File: src/rtl/pid_channel_scheduler_pkg.sv
// Shared definitions for the PID channel scheduler, PID engine and PWM output stage:
// FSM encoding, default widths and the symmetric command clamp.
package pid_channel_scheduler_pkg;

  localparam int CHN_WIDTH_DEF  = 3;
  localparam int DATA_WIDTH_DEF = 16;
  localparam int RPM_MAX_DEF    = 1024;

  typedef enum logic [2:0] {
    ST_IDLE,
    ST_WAIT_TICK,
    ST_SELECT,
    ST_ISSUE,
    ST_WAIT_DONE,
    ST_FORWARD
  } sched_state_t;

  // Symmetric signed clamp to [-lim, +lim]; callers sign-extend into 32 bits first.
  function automatic logic signed [31:0] clamp_s32(
    input logic signed [31:0] v,
    input logic signed [31:0] lim
  );
    logic signed [31:0] r;
    r = v;
    if (v > lim) begin
      r = lim;
    end else if (v < -lim) begin
      r = -lim;
    end
    return r;
  endfunction

endpackage

File: src/rtl/pid_channel_scheduler_if.sv
// PID engine start/done handshake plus the time-multiplexed command stream to the PWM stage.
interface pid_channel_scheduler_if #(
  parameter int CHN_WIDTH  = 3,
  parameter int DATA_WIDTH = 16
);

  logic                         pid_start;
  logic [CHN_WIDTH-1:0]         pid_chn;
  logic                         pid_done;
  logic signed [DATA_WIDTH-1:0] pid_u_data;
  logic                         u_valid_o;
  logic [CHN_WIDTH-1:0]         u_chn_o;
  logic signed [DATA_WIDTH-1:0] u_data_o;

  modport master (
    output pid_start, pid_chn, u_valid_o, u_chn_o, u_data_o,
    input  pid_done, pid_u_data
  );

  modport slave (
    input  pid_start, pid_chn, u_valid_o, u_chn_o, u_data_o,
    output pid_done, pid_u_data
  );

endinterface

File: src/rtl/pid_channel_scheduler_tick_gen.sv
// Sample-rate divider: one-cycle tick every DIV+1 enabled cycles, counter parked at 0 when disabled.
module sample_tick_gen #(
  parameter int DIV = 26999
) (
  input  logic clk,
  input  logic rst,
  input  logic enable,
  output logic tick
);

  localparam int CNT_W = (DIV > 0) ? $clog2(DIV + 1) : 1;

  logic [CNT_W-1:0] cnt;

  // Tick is registered so the first one lands DIV+1 cycles after enable is first sampled.
  always_ff @(posedge clk or posedge rst) begin
    if (rst) begin
      cnt  <= '0;
      tick <= 1'b0;
    end else if (!enable) begin
      cnt  <= '0;
      tick <= 1'b0;
    end else if (cnt == CNT_W'(DIV)) begin
      cnt  <= '0;
      tick <= 1'b1;
    end else begin
      cnt  <= cnt + CNT_W'(1);
      tick <= 1'b0;
    end
  end

endmodule

File: src/rtl/pid_channel_scheduler.sv
// Runs the shared PID engine over every channel once per sample tick, clamps and forwards each
// result, and tracks engine timeouts, sample overruns and the per-channel stop vector.
module pid_channel_scheduler
  import pid_channel_scheduler_pkg::*;
#(
  parameter int NUM_CHN     = 4,
  parameter int CHN_WIDTH   = CHN_WIDTH_DEF,
  parameter int DATA_WIDTH  = DATA_WIDTH_DEF,
  parameter int RPM_MAX     = RPM_MAX_DEF,
  parameter int CLK_FREQ    = 27_000_000,
  parameter int SAMPLE_FREQ = 1_000,
  parameter int TIMEOUT_CYC = 255
) (
  input  logic                   clk,
  input  logic                   rst,
  input  logic                   enable,
  input  logic [NUM_CHN-1:0]     stop_req,
  input  logic                   err_clr,
  pid_channel_scheduler_if.master bus,
  output logic [NUM_CHN-1:0]     stop,
  output logic [NUM_CHN-1:0]     timeout_err,
  output logic                   overrun
);

  localparam int SAMPLE_DIV = CLK_FREQ / SAMPLE_FREQ - 1;
  localparam int TMO_W      = (TIMEOUT_CYC > 0) ? $clog2(TIMEOUT_CYC + 1) : 1;
  localparam logic [CHN_WIDTH-1:0] LAST_CHN = CHN_WIDTH'(NUM_CHN - 1);

  sched_state_t         state;
  logic [CHN_WIDTH-1:0] chan;
  logic [TMO_W-1:0]     tmo_cnt;
  logic [NUM_CHN-1:0]   stop_q;
  logic [NUM_CHN-1:0]   chan_mask;
  logic                 chan_stopped;
  logic                 tick;

  function automatic logic signed [DATA_WIDTH-1:0] sat_cmd(
    input logic signed [DATA_WIDTH-1:0] v
  );
    logic signed [31:0] wide;
    wide = {{(32 - DATA_WIDTH){v[DATA_WIDTH-1]}}, v};
    return DATA_WIDTH'(clamp_s32(wide, RPM_MAX));
  endfunction

  sample_tick_gen #(
    .DIV (SAMPLE_DIV)
  ) u_tick (
    .clk    (clk),
    .rst    (rst),
    .enable (enable),
    .tick   (tick)
  );

  assign stop         = stop_q | timeout_err;
  assign chan_mask    = NUM_CHN'(1) << chan;
  assign chan_stopped = |(stop & chan_mask);

  always_ff @(posedge clk or posedge rst) begin
    if (rst) begin
      state         <= ST_IDLE;
      chan          <= '0;
      tmo_cnt       <= '0;
      stop_q        <= '0;
      timeout_err   <= '0;
      overrun       <= 1'b0;
      bus.pid_start <= 1'b0;
      bus.pid_chn   <= '0;
      bus.u_valid_o <= 1'b0;
      bus.u_chn_o   <= '0;
      bus.u_data_o  <= '0;
    end else begin
      stop_q        <= stop_req;
      bus.pid_start <= 1'b0;
      bus.u_valid_o <= 1'b0;

      // Clears are written first so any set later in this block takes priority.
      if (err_clr) begin
        timeout_err <= '0;
        overrun     <= 1'b0;
      end
      if (tick && (state != ST_WAIT_TICK)) begin
        overrun <= 1'b1;
      end

      case (state)
        ST_IDLE: begin
          if (enable) begin
            state <= ST_WAIT_TICK;
          end
        end

        ST_WAIT_TICK: begin
          if (!enable) begin
            state <= ST_IDLE;
          end else if (tick) begin
            chan  <= '0;
            state <= ST_SELECT;
          end
        end

        ST_SELECT: begin
          if (chan_stopped) begin
            bus.u_valid_o <= 1'b1;
            bus.u_chn_o   <= chan;
            bus.u_data_o  <= '0;
            state         <= ST_FORWARD;
          end else begin
            bus.pid_start <= 1'b1;
            bus.pid_chn   <= chan;
            state         <= ST_ISSUE;
          end
        end

        ST_ISSUE: begin
          tmo_cnt <= TMO_W'(TIMEOUT_CYC);
          state   <= ST_WAIT_DONE;
        end

        // A done on the final (count 0) cycle still beats the timeout.
        ST_WAIT_DONE: begin
          if (bus.pid_done) begin
            bus.u_valid_o <= 1'b1;
            bus.u_chn_o   <= chan;
            bus.u_data_o  <= sat_cmd(bus.pid_u_data);
            state         <= ST_FORWARD;
          end else if (tmo_cnt == '0) begin
            timeout_err   <= (err_clr ? '0 : timeout_err) | chan_mask;
            bus.u_valid_o <= 1'b1;
            bus.u_chn_o   <= chan;
            bus.u_data_o  <= '0;
            state         <= ST_FORWARD;
          end else begin
            tmo_cnt <= tmo_cnt - TMO_W'(1);
          end
        end

        ST_FORWARD: begin
          if (chan == LAST_CHN) begin
            state <= ST_WAIT_TICK;
          end else begin
            chan  <= chan + CHN_WIDTH'(1);
            state <= ST_SELECT;
          end
        end

        default: state <= ST_IDLE;
      endcase
    end
  end

endmodule

File: src/flat_wrapper.sv
// flat-port wrapper written by rule: the top's interface ports become plain ports
module pid_channel_scheduler_flat import pid_channel_scheduler_pkg::*;
#(
  parameter int NUM_CHN     = 4,
  parameter int CHN_WIDTH   = CHN_WIDTH_DEF,
  parameter int DATA_WIDTH  = DATA_WIDTH_DEF,
  parameter int RPM_MAX     = RPM_MAX_DEF,
  parameter int CLK_FREQ    = 27_000_000,
  parameter int SAMPLE_FREQ = 1_000,
  parameter int TIMEOUT_CYC = 255
)
  (clk, rst, enable, stop_req, err_clr, stop, timeout_err, overrun, bus_pid_start, bus_pid_chn, bus_u_valid_o, bus_u_chn_o, bus_u_data_o, bus_pid_done, bus_pid_u_data);
  pid_channel_scheduler_if #(.CHN_WIDTH(CHN_WIDTH), .DATA_WIDTH(DATA_WIDTH)) bus_i ();
  input  logic clk;
  input  logic rst;
  input  logic enable;
  input  logic [NUM_CHN-1:0] stop_req;
  input  logic err_clr;
  output logic [NUM_CHN-1:0] stop;
  output logic [NUM_CHN-1:0] timeout_err;
  output logic overrun;
  output wire logic [$bits(bus_i.pid_start)-1:0] bus_pid_start;
  output wire logic [$bits(bus_i.pid_chn)-1:0] bus_pid_chn;
  output wire logic [$bits(bus_i.u_valid_o)-1:0] bus_u_valid_o;
  output wire logic [$bits(bus_i.u_chn_o)-1:0] bus_u_chn_o;
  output wire logic [$bits(bus_i.u_data_o)-1:0] bus_u_data_o;
  input wire logic [$bits(bus_i.pid_done)-1:0] bus_pid_done;
  input wire logic [$bits(bus_i.pid_u_data)-1:0] bus_pid_u_data;
  assign bus_pid_start = bus_i.pid_start;
  assign bus_pid_chn = bus_i.pid_chn;
  assign bus_u_valid_o = bus_i.u_valid_o;
  assign bus_u_chn_o = bus_i.u_chn_o;
  assign bus_u_data_o = bus_i.u_data_o;
  assign bus_i.pid_done = bus_pid_done;
  assign bus_i.pid_u_data = bus_pid_u_data;
  pid_channel_scheduler #(.NUM_CHN(NUM_CHN), .CHN_WIDTH(CHN_WIDTH), .DATA_WIDTH(DATA_WIDTH), .RPM_MAX(RPM_MAX), .CLK_FREQ(CLK_FREQ), .SAMPLE_FREQ(SAMPLE_FREQ), .TIMEOUT_CYC(TIMEOUT_CYC)) u_core (.clk(clk), .rst(rst), .enable(enable), .stop_req(stop_req), .err_clr(err_clr), .bus(bus_i), .stop(stop), .timeout_err(timeout_err), .overrun(overrun));
endmodule
File: config.mk
export PLATFORM = sky130hd
export DESIGN_NAME = pid_channel_scheduler_flat
export DESIGN_NICKNAME = d
export VERILOG_FILES = /design/src/rtl/pid_channel_scheduler_pkg.sv /design/src/rtl/pid_channel_scheduler_if.sv /design/src/rtl/pid_channel_scheduler_tick_gen.sv /design/src/rtl/pid_channel_scheduler.sv /design/src/flat_wrapper.sv
export SDC_FILE = /design/constraint.sdc
export NUM_CORES = 1
export LEC_CHECK = 0
export CORE_MARGIN = 3
export CORE_UTILIZATION = 55
export DETAILED_ROUTE_END_ITERATION = 10
export PLACE_DENSITY = 0.84
export SLEW_MARGIN = 10
export SYNTH_ARGS = -nofsm -noshare
export SYNTH_HDL_FRONTEND = slang
export SYNTH_SLANG_ARGS = --single-unit
File: constraint.sdc
create_clock -name clk -period 4.8 [get_ports clk]
set_input_delay 1.2 -clock clk [delete_from_list [all_inputs] [get_ports clk]]
set_output_delay 1.2 -clock clk [all_outputs]
set_load 0.02 [all_outputs]
==> results of run 1 <==
## path summary, 6_finish.rpt
path,end,slack [ps]
setup / recovery,u_core.bus.u_data_o[8],1880
hold / removal,u_core.bus.u_data_o[14],490
setup reg to reg,u_core.bus.u_chn_o[2],2210
hold reg to reg,u_core.bus.u_data_o[14],490
max in group asynchronous,u_core.timeout_err[0],2640
min in group asynchronous,u_core.u_tick.cnt[6],1340
## placed cells by master (no fill, tap or decap), types with 2 or more instances in the layout
cell type        count
nand3b_1             2
o2bb2ai_1            5
nand4b_1             5
mux2_2               3
ha_1                 9
nand2b_1             4
clkdlybuf4s50_1     57
nor3_1               2
nor4_1               5
dfrtp_1             63
o41ai_1              2
and2_1               3
nand4_1              2
o22ai_1              6
nor2_1              34
and3_1               4
xor2_1              11
a21oi_1              5
nand3_1             15
xnor2_1              7
inv_1               19
mux2_4               3
o21ai_0              8
and4_1               2
a22o_1              12
clkbuf_8            13
nand2_1             13
## cells by family after synthesis
logic type,Yosys count,synth area share (%)
mux,7,3.001
fa+ha+maj,9,3.804
flops,63,53.25
buf+inv,27,4.142
simple gates,102,18.72
compound gates,45,11.75
xor+xnor,18,5.325
## metal layers
metal	up-vias	GRT usage, %
met2	58	34.85
met5	-	0
met1	1117	30.19
li1	1076	-
met4	0	10.14
met3	16	5.556
## state kept, by name (all words and copies together), names as in the netlist
register              cells
u_core.bus.pid_chn        3
u_core.bus.pid_start      1
u_core.bus.u_chn_o        3
u_core.bus.u_data_o      16
u_core.bus.u_valid_o      1
u_core.chan               3
u_core.overrun            1
u_core.state              3
u_core.stop_q             4
u_core.timeout_err        4
u_core.tmo_cnt            8
u_core.u_tick.cnt        15
u_core.u_tick.tick        1
## per-stage QoR
stage	hold WS (ps)	util (%)
final	485.6	72.71
after global routing	513.6	72.71
after CTS	493.9	72.71
after detailed placement	480.3	69.18
after global placement	471.9	69.18
after floorplan	444.7	-
## report_power, final
part | switching (mW) | internal [mW]
logic | 0.346 | 0.346
clock network | 0.183 | 0.239
registers | 0.114 | 0.657
total | 0.643 | 1.24
## area by class of cell
cell class              count  share of cell area (%)
repair buffers             58                   15.37
multi-input cells         181                   33.53
flip-flops and latches     63                   41.92
clock buffers              14                   4.857
well taps                  70                   2.329
inverters                  20                   1.996
## cell usage after synthesis (5+ instances only)
master	n	area [um^2]
a21oi_1	5	25.02
xnor2_1	7	61.31
nand2_1	13	48.80
o2bb2ai_1	5	43.79
ha_1	9	112.6
o22ai_1	6	37.54
o21ai_0	8	40.04
dfrtp_1	63	1577
nand3_1	15	75.07
nand4b_1	5	43.79
inv_1	20	75.07
xor2_1	11	96.34
nor2_1	34	127.6
nor4_1	5	31.28
a22o_1	12	105.1
## worst max-delay path: cells and delay by family
| kind | cells | cell delay [ps] |
|---|---|---|
| buffers and inverters | 1 | 470 |
| and+or+nand+nor | 3 | 1170 |
| AOI/OAI and AO/OA | 2 | 340 |
==> results.yml, run 1 <==
drt:
  vias: 2267
  post_drt_via_cell_ratio: 5.584
  wl_met1_um: 2940
  drt_iter0_drc: 81
  dr_wl_met2_um: 3042
  dr.pass1.iters: 4
  top_layer: "met4"
  antenna_left: 0
  wl_per_cell_um: 15.80
  drc: 0
  wirelength_um: 6415
  routed-wl-met3_um: 260
yosys:
  synth_nets: 305
  ys_ff_latch: 63
  postSynth.asyncResetShare_pct: 100.0
  synth_edf_count: 0
  syn_inst: 271
  ys_warn_count: 0
  ys_seq_area_share_pct: 53.25
  syn_area_um2: 2960
  ys.flop_type: "dfrtp_1"
  avgSynthCellArea_um2: 10.92
  yosys.cell_types.count: 49
timing:
  max_slew_margin_pct: 44.28
  fin_crit_sh_pct: 60.87
  max_slew.worst_pin.slew_ps: 835.9
  setup_tns_ps: 0
  min_period_ps: 2922
  skew_ps: 6.779
  max_freq_mhz: 342.3
  fin_ws_ps: 1878
  setup_viol: 0
  rsz0062_at_grt: "false"
  hold_violations: 0
  slew_violations: 0
cells_and_area:
  diodes: 0
  multi_input_area_um2: 1261
  design_area_um2: 3761
  regArea_um2: 1577
  fin_cells: 406
  areaGrowthSynthToFinish_pct: 27.05
  nets: 367
  n_fill_cell: 353
  drive_gt1_share_pct: 9.226
place:
  hpwl_um: 4565
  place.gp.congestion: 0.8643
  io_buffers: 57
  placed_area_um2: 3578
  pre_cts_slack_ps: 1655
  dpl.cell_count: 392
global_routing:
  grt_remaining_overflow: 0
  grt_pass1_vias: 2290
  grtUsageTotal_pct: 22.58
  grt_pass1_wl_um: 11000
  grt_start_max_net_pins: 38
  antenna_found_initial: 0
cts:
  holdBufCountCts: 0
  postCtsSetupRepairBufs: 0
  clock-root-buffer: "clkbuf_8"
  cts_tree: "built"
  cts-resized-gates: 0
  clock_latency_ps: 330
  cts_made_buffers: 9
  path_clk_slew_ps: 60
  clockBufferDepth: 2
  cts_htree_levels: 3
  cts_num_sinks: 63
critical_path:
  cp-start-kind: "primary input"
  cp.required_ps: 5060
  crit_arrival_ps: 3180
  crit_path_max_incr_delay_ps: 510
  crit_path_top_delay_cell: "nor4_1"
  cp-startpoint: "bus_pid_u_data[14]"
  critPathCaptureType: "flip-flop"
  crit_type: "primary input to flip-flop"
  reg2reg_from: "u_core.chan[0]"
  path_max_fanout: 10
  r2r_cells: 6
  crit_chain: "clkdlybuf4s50_1 -> nor4_1 -> and4_1 -> o31ai_2 -> nor2_2 -> a22o_1"
floorplan:
  die_w_um: 79.37
  fp-row-count: 26
  coreArea_um2: 5172
  die_area_um2: 6299
  ioPinCount: 58
  start_util_pct: 57.23
  die_y_um: 79.37
worst_hold_path:
  hp-start: "u_core.bus.u_data_o[14]"
  whs_path_depth: 1
  hold_path_class: "flip-flop to flip-flop"
pwr:
  powerDensity_nw_per_um2: 501.1
  ir_drop_v: 0.0002433
  power.leakage_nw: 1.633
  power_mw: 1.885
outcome:
  status: "finished clean"
run:
  cap_violations: 0
Power figures use the tool's default switching activity.
==> run 2, diff against run 1 <==
- CORE_UTILIZATION: 55 -> 46
- PLACE_DENSITY: 0.84 -> 0.75
- clock period: 4.8 -> 2.5 ns (I/O delays scaled with it)
==> run 2 against run 1 <==
First-iteration DRC count increased by 54%; wire length decreased by 4.8%; sequential cell count unchanged; hold slack got worse by 0.92 ps; sequential power increased by 92%; sequential share of layout area decreased by 0.60 points; via count decreased by 1.6%; total power increased by 95%; die area increased by 18%; critical path depth increased by 1; critical path type is now flip-flop to flip-flop.
==> results.yml, run 2 (same netlist as run 1, synthesis figures left out) <==
cells_and_area:
  nets: 370
  top_register: "u_core.bus.u_data_o"
  layout_common_cells: "dfrtp_1 (63), clkdlybuf4s50_1 (57), nor2_1 (34), inv_1 (19), nand3_1 (15)"
  diodes: 0
  reg_top3: "u_core.bus.u_data_o (16), u_core.u_tick.cnt (15), u_core.tmo_cnt (8)"
  largest_register_ffs: 16
  finish.utilization_pct: 62.96
  final_common_cell: "dfrtp_1"
  areaGrowthSynthToFinish_pct: 28.91
  drive_gt1_share_pct: 10.59
critical_path:
  crit_arrival_ps: 2500
  crit_path_top_delay_cell: "dfrtp_1"
  crit_path_max_incr_delay_ps: 460
  crit_type: "flip-flop to flip-flop"
  path_max_fanout: 13
  critPathCaptureType: "flip-flop"
  crit_buf_inv: 1
  cp.required_ps: 2750
  cp_top_family: "compound AO/OA/AOI/OAI gates"
  cp-start-kind: "flip-flop"
  crit_chain: "ha_1 -> ha_1 -> o2bb2ai_1 -> o21ai_0 -> o21a_1 -> buf_4 -> o2bb2ai_1"
worst_hold_path:
  hold_path_class: "flip-flop to flip-flop"
pwr:
  pwr-share-clk_pct: 23.9
  sw_frac_of_total_pct: 33.67
  ir_drop_v: 0.0005668
  powerDensity_nw_per_um2: 963.4
  switching_power_mw: 1.238
  combPwrFrac_pct: 35.9
  internal-power_mw: 2.439
  power.leakage_nw: 1.663
  pwr-share-seq_pct: 40.2
drt:
  wl_per_cell_um: 14.71
  drt_iter0_drc: 125
  antenna_left: 0
  wirelength_um: 6104
  drc: 0
  post_drt_via_cell_ratio: 5.376
  vias: 2231
  dr.pass1.iters: 4
timing:
  min_period_ps: 2249
  setup_tns_ps: 0
  fin_crit_sh_pct: 89.97
  max_slew.worst_pin.slew_ps: 521.9
  slew_violations: 0
  setup_viol: 0
  max_slew_margin_pct: 65.21
  hold_slack_ps: 484.7
  rsz0062_at_grt: "false"
  hold_violations: 0
  skew_ps: 11.05
  max_freq_mhz: 444.6
floorplan:
  ioPinCount: 58
  coreArea_um2: 6061
  die_area_um2: 7434
  fp-row-count: 28
  die_y_um: 86.22
  die_w_um: 86.22
  start_util_pct: 48.84
cts:
  postCtsSetupRepairBufs: 0
  cts_htree_levels: 3
  cts_num_sinks: 63
  cts_tree: "built"
  clock-root-buffer: "clkbuf_8"
  clockBufferDepth: 2
  clock_latency_ps: 340
  holdBufCountCts: 0
  cts_made_buffers: 9
  path_clk_slew_ps: 70
  cts-resized-gates: 0
global_routing:
  antenna_found_initial: 0
  grt_pass1_wl_um: 10520
  grt_pass1_vias: 2234
  grt_remaining_overflow: 0
  grt_start_max_net_pins: 64
  grtUsageTotal_pct: 17.92
place:
  io_buffers: 57
  place.gp.congestion: 0.8146
  hpwl_um: 4389
run:
  cap_violations: 0
outcome:
  status: "finished clean"
[run 2: cell count changes in the layout (fill, tap and decap cells not counted)]
cell,change
clkbuf_8,-2
buf_12,+1
clkbuf_1,-1
clkinv_2,+3
buf_4,+2
bufinv_16,+1
[run 2: cell type report]
class                   count  area (um^2)
multi-input cells         181         1261
well taps                  75        93.84
flip-flops and latches     63         1577
clock buffers              11        151.4
fillers                   503         2245
clock inverters             4        45.04
repair buffers             61        613.1
inverters                  20        75.07
[run 2: worst reg2reg max path: stages (launching register included)]
cell       delay, ps
dfrtp_1          460
ha_1             230
ha_1             200
o2bb2ai_1        140
o21ai_0          290
o21a_1           430
buf_4            270
o2bb2ai_1        140
[run 2: path summary, 6_finish.rpt]
| kind | slack [ps] | cells after the start | start | endpoint |
|---|---|---|---|---|
| max in group asynchronous | 1550 | 3 | rst | u_core.tmo_cnt[3] |
| worst min-delay path | 480 | 1 | u_core.u_tick.cnt[0] | u_core.u_tick.cnt[0] |
| worst max-delay path | 250 | 7 | u_core.chan[0] | u_core.bus.u_data_o[14] |
| min in group asynchronous | 670 | 3 | rst | u_core.timeout_err[0] |
| worst min register to register | 480 | 1 | u_core.u_tick.cnt[0] | u_core.u_tick.cnt[0] |
| worst max register to register | 250 | 7 | u_core.chan[0] | u_core.bus.u_data_o[14] |
[run 2: layer usage]
layer	vias to the layer above	routed length, um	GRT usage, %
li1	1083	-	-
met1	1072	2752	23.59
met2	63	2898	28.17
met3	13	343	4.848
met4	0	110	7.365
met5	-	0	0
[run 2: metrics by stage]
stage	instance area, um^2	power, mW	std cells	worst slack, ps
CTS	3816	3.721	415	248.2
global placement	3620	2.787	400	98.14
floorplan	2960	2.277	271	305.3
detailed placement	3620	2.825	400	12.82
finish	3816	3.676	415	250.7
global route	3816	3.908	415	95.39
[run 2: power by group through the flow]
stage / combinational, mW / sequential (mW) / clock, mW
final: 1.32 / 1.48 / 0.879
after global routing: 1.43 / 1.52 / 0.959
after CTS: 1.34 / 1.48 / 0.905
after detailed placement: 1.33 / 1.49 / 0
after global placement: 1.30 / 1.49 / 0
after floorplan: 0.640 / 1.64 / 0
==> run 3, diff against run 2 <==
- CAP_MARGIN: default -> 10
- CORE_ASPECT_RATIO: default -> 0.7
==> run 3 against run 2 <==
Critical path type unchanged; global-route usage up 0.83 points; sequential share of layout area shrank 0.16 points; clock-buffer cell count did not move; critical path depth unchanged; wire length grew 5.7%; clock power increased by 7.7%; die area increased by 0.21%; hold slack worse by 6.6 ps; non-clock buffer count unchanged; highest routed layer unchanged; first-iteration DRC count fell by 9.6%; clock skew shrank 4.2 ps; via count is 0.13% lower.
==> results.yml, run 3 (same netlist as run 1, synthesis figures left out) <==
cts:
  path_clk_slew_ps: 60
  clock-root-buffer: "clkbuf_8"
  holdBufCountCts: 0
  cts_made_buffers: 9
  postCtsSetupRepairBufs: 0
  clock_latency_ps: 340
  cts-resized-gates: 0
  cts_tree: "built"
  cts_htree_levels: 3
  clockBufferDepth: 2
  cts_num_sinks: 63
cells_and_area:
  drive_gt1_share_pct: 10.29
  diodes: 0
  areaGrowthSynthToFinish_pct: 29.42
  multi_input_area_um2: 1261
  design_area_um2: 3831
  reg_top3: "u_core.bus.u_data_o (16), u_core.u_tick.cnt (15), u_core.tmo_cnt (8)"
  nets: 370
  n_fill_cell: 466
  fin_cells: 415
  final_common_cell: "dfrtp_1"
  largest_register_ffs: 16
  layout_common_cells: "dfrtp_1 (63), clkdlybuf4s50_1 (57), nor2_1 (34), inv_1 (19), nand3_1 (15)"
  top_register: "u_core.bus.u_data_o"
  regArea_um2: 1577
place:
  placed_area_um2: 3620
  place.gp.congestion: 0.9480
  hpwl_um: 4775
  io_buffers: 57
  dpl.cell_count: 400
critical_path:
  crit_path_max_incr_delay_ps: 460
  cp-start-kind: "flip-flop"
  path_max_fanout: 10
  critPathCaptureType: "flip-flop"
  cp.required_ps: 2760
  crit_arrival_ps: 2630
  crit_path_top_delay_cell: "dfrtp_1"
  crit_chain: "ha_1 -> ha_1 -> o2bb2ai_1 -> o21ai_0 -> o21a_1 -> buf_4 -> o2bb2ai_1"
  cp_top_family: "compound AO/OA/AOI/OAI gates"
  crit_buf_inv: 1
  crit_type: "flip-flop to flip-flop"
timing:
  setup_viol: 0
  skew_ps: 6.876
  max_slew.worst_pin.slew_ps: 541.1
  min_period_ps: 2377
  rsz0062_at_grt: "false"
  setup_tns_ps: 0
  fin_crit_sh_pct: 95.08
  slew_violations: 0
  hold_slack_ps: 478.1
  max_slew_margin_pct: 63.93
  hold_violations: 0
  max_freq_mhz: 420.7
pwr:
  internal-power_mw: 2.518
  sw_frac_of_total_pct: 33.10
  pwr-share-clk_pct: 25.2
  ir_drop_v: 0.0004783
  combPwrFrac_pct: 35.5
  switching_power_mw: 1.246
  pwr-share-seq_pct: 39.4
  power.leakage_nw: 1.666
  powerDensity_nw_per_um2: 982.3
floorplan:
  die_w_um: 101.9
  coreArea_um2: 5957
  fp-row-count: 23
  die_y_um: 73.12
  die_area_um2: 7450
  ioPinCount: 58
  start_util_pct: 49.70
drt:
  wirelength_um: 6453
  drt_iter0_drc: 113
  dr.pass1.iters: 4
  wl_per_cell_um: 15.55
  antenna_left: 0
  post_drt_via_cell_ratio: 5.369
  drc: 0
  vias: 2228
global_routing:
  grt_pass1_vias: 2139
  antenna_found_initial: 0
  grtUsageTotal_pct: 18.75
  grt_remaining_overflow: 0
  grt_pass1_wl_um: 10610
  grt_start_max_net_pins: 64
run:
  cap_violations: 0
outcome:
  status: "finished clean"
worst_hold_path:
  hold_path_class: "flip-flop to flip-flop"
run 3: cell count changes in the layout (fill, tap and decap cells not counted), sizes merged:
cell and change:
bufinv +1, clkinv -1
run 3: power groups by stage:
stage	logic (mW)	registers [mW]	clock network (mW)
global route	1.44	1.52	1.03
floorplan	0.640	1.64	0
global placement	1.32	1.49	0
CTS	1.35	1.48	0.971
detailed placement	1.34	1.49	0
finish	1.33	1.48	0.947
run 3: worst paths after layout:
check	from	endpoint	slack, ps	cells past startpoint
worst max-delay path	u_core.chan[0]	u_core.bus.u_data_o[13]	120	7
worst min-delay path	u_core.u_tick.cnt[0]	u_core.u_tick.cnt[0]	480	1
worst max register to register	u_core.chan[0]	u_core.bus.u_data_o[13]	120	7
worst min register to register	u_core.u_tick.cnt[0]	u_core.u_tick.cnt[0]	480	1
max in group asynchronous	rst	u_core.tmo_cnt[6]	1550	3
min in group asynchronous	rst	u_core.bus.u_valid_o	660	3
run 3: cell type report:
| cell class | count | area share, % |
|---|---|---|
| sequential | 63 | 41.15 |
| multi-input combinational | 181 | 32.92 |
| timing repair buffer | 61 | 16.00 |
| clock buffer | 11 | 3.690 |
| tap | 75 | 2.449 |
| inverter | 20 | 1.960 |
| clock inverter | 4 | 1.829 |
run 3: metrics by stage:
stage                     power [mW]  setup WS (ps)  util, %
after floorplan                2.277          305.3        -
after global placement         2.808          155.0    60.76
after detailed placement       2.836          62.08    60.76
after CTS                      3.798          150.9    64.31
after global routing           3.986          25.51    64.31
final                          3.763          122.9    64.31
run 3: routing by layer:
layer	vias up	share of wire (%)	track usage, %
li1	1083	-	-
met1	1090	51	28.16
met2	45	43	25.36
met3	10	4.5	6.113
met4	0	1.5	6.550
met5	-	0	0
